$ cat src/rtl/vga_scan_gen.sv
// VGA timing generator with windowed, pixel-replicated frame-buffer scan-out.
// Sync, de and colour leave through one alignment pipeline of RD_LAT+1 clocks.
module vga_scan_gen #(
  parameter int              CW       = 4,
  parameter int              H_ACTIVE = 640,
  parameter int              H_FP     = 16,
  parameter int              H_SYNC   = 96,
  parameter int              H_BP     = 48,
  parameter int              V_ACTIVE = 480,
  parameter int              V_FP     = 10,
  parameter int              V_SYNC   = 2,
  parameter int              V_BP     = 33,
  parameter bit              HS_POL   = 1'b0,
  parameter bit              VS_POL   = 1'b0,
  parameter int              IMG_W    = 320,
  parameter int              IMG_H    = 240,
  parameter int              SCALE    = 2,
  parameter int              WIN_X    = 0,
  parameter int              WIN_Y    = 0,
  parameter int              RD_LAT   = 1,
  parameter int              ADDR_W   = 17,
  parameter logic [3*CW-1:0] BORDER   = '0
) (
  input  logic              clk,
  input  logic              rst,
  input  logic              frame_sync,
  output logic              rd_en,
  output logic [ADDR_W-1:0] rd_addr,
  input  logic [3*CW-1:0]   rd_data,
  output logic [CW-1:0]     red,
  output logic [CW-1:0]     grn,
  output logic [CW-1:0]     blu,
  output logic              hsync,
  output logic              vsync,
  output logic              de,
  output logic              frame_start
);

  localparam int H_TOT = H_ACTIVE + H_FP + H_SYNC + H_BP;
  localparam int V_TOT = V_ACTIVE + V_FP + V_SYNC + V_BP;
  localparam int HW    = $clog2(H_TOT);
  localparam int VW    = $clog2(V_TOT);
  localparam int SW    = (SCALE > 1) ? $clog2(SCALE) : 1;
  localparam int PD    = RD_LAT + 1;

  localparam logic [HW-1:0] H_LAST  = HW'(H_TOT - 1);
  localparam logic [HW-1:0] H_ACT   = HW'(H_ACTIVE);
  localparam logic [HW-1:0] HS_BEG  = HW'(H_ACTIVE + H_FP);
  localparam logic [HW-1:0] HS_END  = HW'(H_ACTIVE + H_FP + H_SYNC);
  localparam logic [HW-1:0] WX0     = HW'(WIN_X);
  localparam logic [HW-1:0] WX1     = HW'(WIN_X + IMG_W * SCALE);
  localparam logic [HW-1:0] WX_LAST = HW'(WIN_X + IMG_W * SCALE - 1);
  localparam logic [VW-1:0] V_LAST  = VW'(V_TOT - 1);
  localparam logic [VW-1:0] V_ACT   = VW'(V_ACTIVE);
  localparam logic [VW-1:0] VS_BEG  = VW'(V_ACTIVE + V_FP);
  localparam logic [VW-1:0] VS_END  = VW'(V_ACTIVE + V_FP + V_SYNC);
  localparam logic [VW-1:0] WY0     = VW'(WIN_Y);
  localparam logic [VW-1:0] WY1     = VW'(WIN_Y + IMG_H * SCALE);
  localparam logic [SW-1:0] S_LAST  = SW'(SCALE - 1);
  localparam logic [ADDR_W-1:0] IMG_W_A = ADDR_W'(IMG_W);

  logic [HW-1:0]     h, h_nxt;
  logic [VW-1:0]     v, v_nxt;
  logic              run, restart;
  logic              xin, yin, xin_nxt, yin_nxt;
  logic [SW-1:0]     sub_x, sub_y;
  logic [ADDR_W-1:0] line_base;
  logic              hs_raw, vs_raw, de_raw, fs_raw;
  logic [PD-1:0]     hs_p, vs_p, de_p, fs_p, wn_p;
  logic [3*CW-1:0]   rgb;

  // run is low for the first clock after reset so that edge loads h=0, v=0
  always_comb begin
    restart = !run || frame_sync || (h == H_LAST && v == V_LAST);
    h_nxt   = h;
    v_nxt   = v;
    if (restart) begin
      h_nxt = '0;
      v_nxt = '0;
    end else if (h == H_LAST) begin
      h_nxt = '0;
      v_nxt = v + 1'b1;
    end else begin
      h_nxt = h + 1'b1;
    end

    xin_nxt = xin;
    if (h_nxt == WX0)                 xin_nxt = 1'b1;
    else if (h_nxt == WX1 || restart) xin_nxt = 1'b0;
    yin_nxt = yin;
    if (v_nxt == WY0)                 yin_nxt = 1'b1;
    else if (v_nxt == WY1 || restart) yin_nxt = 1'b0;

    hs_raw = (run && h >= HS_BEG && h < HS_END) ? HS_POL : ~HS_POL;
    vs_raw = (run && v >= VS_BEG && v < VS_END) ? VS_POL : ~VS_POL;
    de_raw = run && (h < H_ACT) && (v < V_ACT);
    fs_raw = run && (h == '0) && (v == '0);
  end

  always_ff @(posedge clk) begin
    if (rst) begin
      run       <= 1'b0;
      h         <= '0;
      v         <= '0;
      xin       <= 1'b0;
      yin       <= 1'b0;
      rd_en     <= 1'b0;
      rd_addr   <= '0;
      line_base <= '0;
      sub_x     <= '0;
      sub_y     <= '0;
    end else begin
      run   <= 1'b1;
      h     <= h_nxt;
      v     <= v_nxt;
      xin   <= xin_nxt;
      yin   <= yin_nxt;
      rd_en <= xin_nxt & yin_nxt;
      if (restart) begin
        rd_addr   <= '0;
        line_base <= '0;
        sub_x     <= '0;
        sub_y     <= '0;
      end else if (rd_en) begin
        // End of a window line: replay the same image row or step to the next
        if (h == WX_LAST) begin
          sub_x <= '0;
          if (sub_y == S_LAST) begin
            sub_y     <= '0;
            line_base <= line_base + IMG_W_A;
            rd_addr   <= line_base + IMG_W_A;
          end else begin
            sub_y   <= sub_y + 1'b1;
            rd_addr <= line_base;
          end
        end else if (sub_x == S_LAST) begin
          sub_x   <= '0;
          rd_addr <= rd_addr + 1'b1;
        end else begin
          sub_x <= sub_x + 1'b1;
        end
      end
    end
  end

  // Stage k holds the counter-state flags from k+1 clocks ago
  always_ff @(posedge clk) begin
    if (rst) begin
      hs_p <= {PD{~HS_POL}};
      vs_p <= {PD{~VS_POL}};
      de_p <= '0;
      fs_p <= '0;
      wn_p <= '0;
      rgb  <= '0;
    end else begin
      hs_p <= {hs_p[PD-2:0], hs_raw};
      vs_p <= {vs_p[PD-2:0], vs_raw};
      de_p <= {de_p[PD-2:0], de_raw};
      fs_p <= {fs_p[PD-2:0], fs_raw};
      wn_p <= {wn_p[PD-2:0], rd_en};
      if (wn_p[PD-2])      rgb <= rd_data;
      else if (de_p[PD-2]) rgb <= BORDER;
      else                 rgb <= '0;
    end
  end

  assign hsync       = hs_p[PD-1];
  assign vsync       = vs_p[PD-1];
  assign de          = de_p[PD-1];
  assign frame_start = fs_p[PD-1];
  assign red         = rgb[CW-1:0];
  assign grn         = rgb[2*CW-1:CW];
  assign blu         = rgb[3*CW-1:2*CW];

endmodule

$ cat config.mk
export PLATFORM = sky130hd
export DESIGN_NAME = vga_scan_gen
export DESIGN_NICKNAME = d
export VERILOG_FILES = /design/src/rtl/vga_scan_gen.sv
export SDC_FILE = /design/constraint.sdc
export NUM_CORES = 1
export LEC_CHECK = 0
export CORE_ASPECT_RATIO = 1.75
export CORE_MARGIN = 2
export CORE_UTILIZATION = 55
export DETAILED_ROUTE_END_ITERATION = 10
export GPL_TIMING_DRIVEN = 0
export PLACE_DENSITY = 0.9
export SLEW_MARGIN = 20
export SYNTH_ARGS = -nofsm -noshare
export SYNTH_HDL_FRONTEND = slang
export SYNTH_SLANG_ARGS = --single-unit
$ cat constraint.sdc
create_clock -name clk -period 2.37 [get_ports clk]
set_input_delay 0.474 -clock clk [delete_from_list [all_inputs] [get_ports clk]]
set_output_delay 0.474 -clock clk [all_outputs]
set_load 0.1 [all_outputs]
### Word level (Yosys, flattened, before mapping)

Cells that the tools add are included.
Widths: inputs -> output; s select.

* output and inout bits: 34
* bits in read-only memories: 0
* memories: 0
* logic and storage cells: 75
* memory bits (writable): 0
* flip-flop bits (word level): 81
* latch bits: 0
* input bits: 15

* shift operators: 0
* equality and inequality tests: 5
* multiply operators: 0
* div/mod/pow operators: 0
* bitwise gates (word level): 2
* reduce and logical (&&, ||, !) cells: 23
* order comparisons: 6
* multiplexer cells: 17
* $add $sub $neg: 6

Operator list (count)
* $mux 17: 3
* $eq 10x10->1 const B: 4
* $logic_not 10->1: 4
* $mux 10: 4
* $add 10x1->10 const B: 2
* $lt 10x10->1 const B: 2
* $lt 10x9->1 const B: 2
* $add 17x1->17 const B: 1
* $add 17x9->17 const B: 1
* $eq 10x9->1 const B: 1
* $ge 10x10->1 const B: 1
* $ge 10x9->1 const B: 1
* $mux 1: 10
* $logic_and 1x1->1: 9
* $logic_or 1x1->1: 4
* $reduce_and 2->1: 2
* $reduce_or 2->1: 2
* $add 1x1->1 const B: 2
* $reduce_bool 2->1: 1
* $and 1x1->1: 1
* $logic_not 1->1: 1
* $not 1->1: 1

### Longest topological paths before layout

* depth in word-level cells: 9
* mapped depth: 9

### Worst setup path before layout

No wires, ideal clock.

* path type: register -> register
* from: register rd_addr[3]
* to: register rd_addr[16]
* arrival time: 2.380 ns
* stages on the path, launching flop included: 8
* setup slack: -0.143 ns
* period minus slack after synthesis: 2.513 ns
* path through: dfxtp_1 > and4_1 > clkbuf_1 > and4_1 > nand4_1 > o21a_1 > o21ai_0 > a21oi_1

* word-level cells in the longest chain between the ends: 3

RTL lines
* from (decl): line 28 `output logic [ADDR_W-1:0] rd_addr,`
* from (signal assigned): line 131 `rd_addr <= line_base + IMG_W_A;`
* from (signal assigned): line 134 `rd_addr <= line_base;`
* from (signal assigned): line 138 `rd_addr <= rd_addr + 1'b1;`
* $add 17x1->17: line 138
* $mux 17: line 136 `end else if (sub_x == S_LAST) begin`
* $mux 17: line 126 `if (h == WX_LAST) begin`

No other way between the ends. The select of a mux whose other input is x is not followed.
A chain may end at the register's enable or synchronous reset.

### Worst setup path in the final report

* from: register rd_addr[13]
* to: output port rd_addr[13]

No word-level cell between the ends.

==> impl_metrics.py <==
metrics = {
    "status": {
        "status": "finished, final reports clean",
    },
    "drt": {
        "postRouteAntennaNets": 0,
        "vias": 3844,
        "wl_per_cell_um": 16.8,
        "viasPerCell": 6.16,
        "routed_wl_mm": 10.5,
        "dr.pass1.iters": 7,
        "post-route-drc-count": 0,
        "drt_iter0_drc": 452,
    },
    "synth": {
        "muxShareOfSynthArea_pct": 1.34,
        "async_flop_share_pct": 0,
        "avgSynthCellArea_um2": 8.10,
        "synthSimpleGateAreaFrac_pct": 31.0,
        "synth-xor-area-share_pct": 10.1,
        "synth_compound_area_share_pct": 11.8,
        "synth_edf_count": 0,
        "synth_fa_ha_area_share_pct": 2.29,
        "synth_top_family_by_area": "simple AND/OR/NAND/NOR gates",
        "ys_seq_elements": 75,
        "synthesis.nets": 494,
        "yosys_warnings": 0,
        "ys_seq_area_share_pct": 39.3,
        "yosys_most_used_dff": "dfxtp_1",
        "ys_types": 55,
        "syn_inst": 472,
        "netlist_area_um2": 3820,
    },
    "clock_tree": {
        "numCtsBuffers": 9,
        "cts.sink_count": 75,
        "cts_tree": "built",
        "path_clk_slew_ns": 0.06,
        "h-tree-depth": 3,
        "cts.path.max_buffers": 2,
        "cts_hold_buf": 0,
        "cts_root_buffer": "clkbuf_16",
        "insertion_delay_ns": 0.34,
    },
    "power_and_ir_drop": {
        "power_density_nw_per_um2": 573,
        "ir_drop_mv": 0.377,
        "p_leak_uw": 0.00177,
    },
    "cells_and_area": {
        "final_area_um2": 4810,
        "drive_above_1_share_pct": 12.4,
        "antennaDiodeCount": 0,
        "fillCellCount": 530,
        "seqCellArea_um2": 1510,
        "mostFrequentLayoutCells": "dfxtp_1 (69), nor2_1 (56), nand2_1 (54)",
        "fin_cells": 624,
        "area_delta_synth_final_pct": 25.8,
        "multiInputGateArea_um2": 2220,
        "final_nets": 557,
        "mostFrequentLayoutCell": "dfxtp_1",
    },
    "global_route": {
        "antenna_found_initial": 0,
        "grt_max_degree": 15,
        "track_usage_pct": 27.8,
        "grt_pass1_wl_mm": 16.2,
        "grt_pass1_vias": 3519,
        "grt_overflow": 0,
    },
    "setup_path": {
        "critPathCaptureType": "output port",
        "crit_slowest_cell": "clkdlybuf4s50_1",
        "crit_path_start_kind": "flip-flop",
        "rr_endpoint": "rd_en",
        "cp.arrival_ns": 1.88,
        "worstPathRequired_ns": 1.90,
        "cp_max_fo": 3,
        "path_class": "flip-flop to output port",
        "reg2reg_from": "v[5]",
        "r2r_cells": 7,
        "crit_path_max_incr_delay_ns": 1.16,
        "critPathBufInv": 1,
        "critPathTopFamily": "buffers and inverters",
        "reg2reg_slack_ns": 0.04,
        "path_cells": "clkdlybuf4s50_1",
    },
    "placement": {
        "placed_cells": 604,
        "placed_cell_area_um2": 4410,
        "dp_hpwl_mm": 7.18,
        "io_buffers": 48,
        "routabilityCongestion": 0.952,
    },
    "sta": {
        "finClkSkew_ns": 0.00794,
        "max_freq_ghz": 0.425,
        "period_needed_ns": 2.35,
        "finalCritPeriodShare_pct": 99.3,
        "hold_violations": 0,
        "setup_violations": 0,
        "slew_violations": 0,
        "slew_headroom_pct": 33.2,
        "tightest_slew_ns": 0.999,
    },
    "die": {
        "core_um2": 6810,
        "die_y_um": 114,
        "die_w_um": 67.0,
        "dieArea_um2": 7660,
        "pin_count": 49,
        "start_util_pct": 56.2,
        "rows": 40,
    },
    "min_path": {
        "hold_path.startpoint": "hs_p[0]",
        "min_to": "hs_p[1]",
        "hold_path_class": "flip-flop to flip-flop",
        "hold-path-cell-count": 1,
    },
    "flow_run": {
        "max-cap-violations": 0,
    },
}
==> flip-flops by register name, summed over array words and instances, names as in the netlist <==
signal	cells
rd_en	1
sub_y	1
vs_p	2
de_p	2
rgb	12
xin	1
run	1
fs_p	2
hs_p	2
wn_p	1
v	10
line_base	11
sub_x	1
rd_addr	17
h	10
yin	1
==> repair_timing <==
item,in CTS,in global routing
buffers inserted,0,4
pin swaps,0,3
gates resized for setup,21,18
setup endpoints to repair,48,46
==> Yosys cell counts (all sizes together), types with 4 or more instances <==
library cell | n | area share (%)
ha | 7 | 2.3
o21ai | 16 | 2.1
nand2 | 54 | 5.3
a211oi | 4 | 0.79
nor3 | 24 | 3.3
buf | 17 | 2.3
xnor2 | 28 | 6.4
and2 | 22 | 3.6
nor2b | 7 | 1.1
nor4 | 6 | 1.4
nor2 | 58 | 5.7
a21oi | 18 | 2.4
clkbuf | 13 | 1.3
or2 | 4 | 0.72
nand2b | 4 | 0.65
dfxtp | 75 | 39
mux2i | 4 | 1.0
and4 | 4 | 0.92
inv | 7 | 0.69
nand3 | 18 | 2.4
and3 | 12 | 2.0
xor2 | 16 | 3.7
o211ai | 4 | 0.79
nand4 | 14 | 2.3
==> cell families (layout without fill, tap and decap cells) <==
logic type / Yosys count / in the layout
xor+xnor: 44 / 44
simple gates: 235 / 235
compound gates: 69 / 69
fa+ha+maj: 7 / 7
mux: 5 / 5
flops: 75 / 75
buf+inv: 37 / 105
==> routing by layer <==
metal	up-vias	wire [µm]	track usage, %
met5	-	0	0
met2	237	5500	48.6
met3	70	693	6.39
met4	0	660	17.8
met1	1771	3610	28.6
li1	1766	-	-
==> where the power goes <==
part / internal (µW) / leakage (µW) / switching, µW
sequential: 1280 / 0.000611 / 8.40
clock: 748 / 0.000143 / 570
combinational: 51.0 / 0.00101 / 103
==> worst max-delay path by stage <==
stage,from,endpoint,slack (ns),cells after the start
6_report,rd_addr[13],rd_addr[13],0.02,1
5_1_grt,v[5],rd_en,-0.04,7
4_1_cts,h[0],rd_en,-0.04,7
3_5_place_dp,h[0],rd_en,-0.25,8
3_3_place_gp,h[0],h[3],-0.18,8
2_1_floorplan,rd_addr[0],rd_addr[16],0.16,6
==> per-stage QoR <==
| stage | setup TNS (ns) | hold slack (ns) | util, % | total power, µW | setup slack (ns) |
|---|---|---|---|---|---|
| after global placement | -4.23 | 0.392 | 64.9 | 1460 | -0.184 |
| after detailed placement | -4.97 | 0.402 | 64.9 | 1460 | -0.246 |
| after floorplan | 0 | 0.389 | - | 1410 | 0.162 |
| after CTS | -0.0368 | 0.417 | 69.4 | 2760 | -0.0368 |
| after global routing | -0.0424 | 0.431 | 70.7 | 2820 | -0.0424 |
| final | 0 | 0.423 | 70.7 | 2760 | 0.0171 |
==> cell type report <==
cell class	count	area share, %
clock buffers	10	4.97
clock inverters	6	1.01
flip-flops and latches	75	31.4
multi-input cells	360	46.2
well taps	84	2.18
inverters	7	0.546
repair buffers	52	10.6
plain buffers	30	3.12
Power figures use the tool's default switching activity.
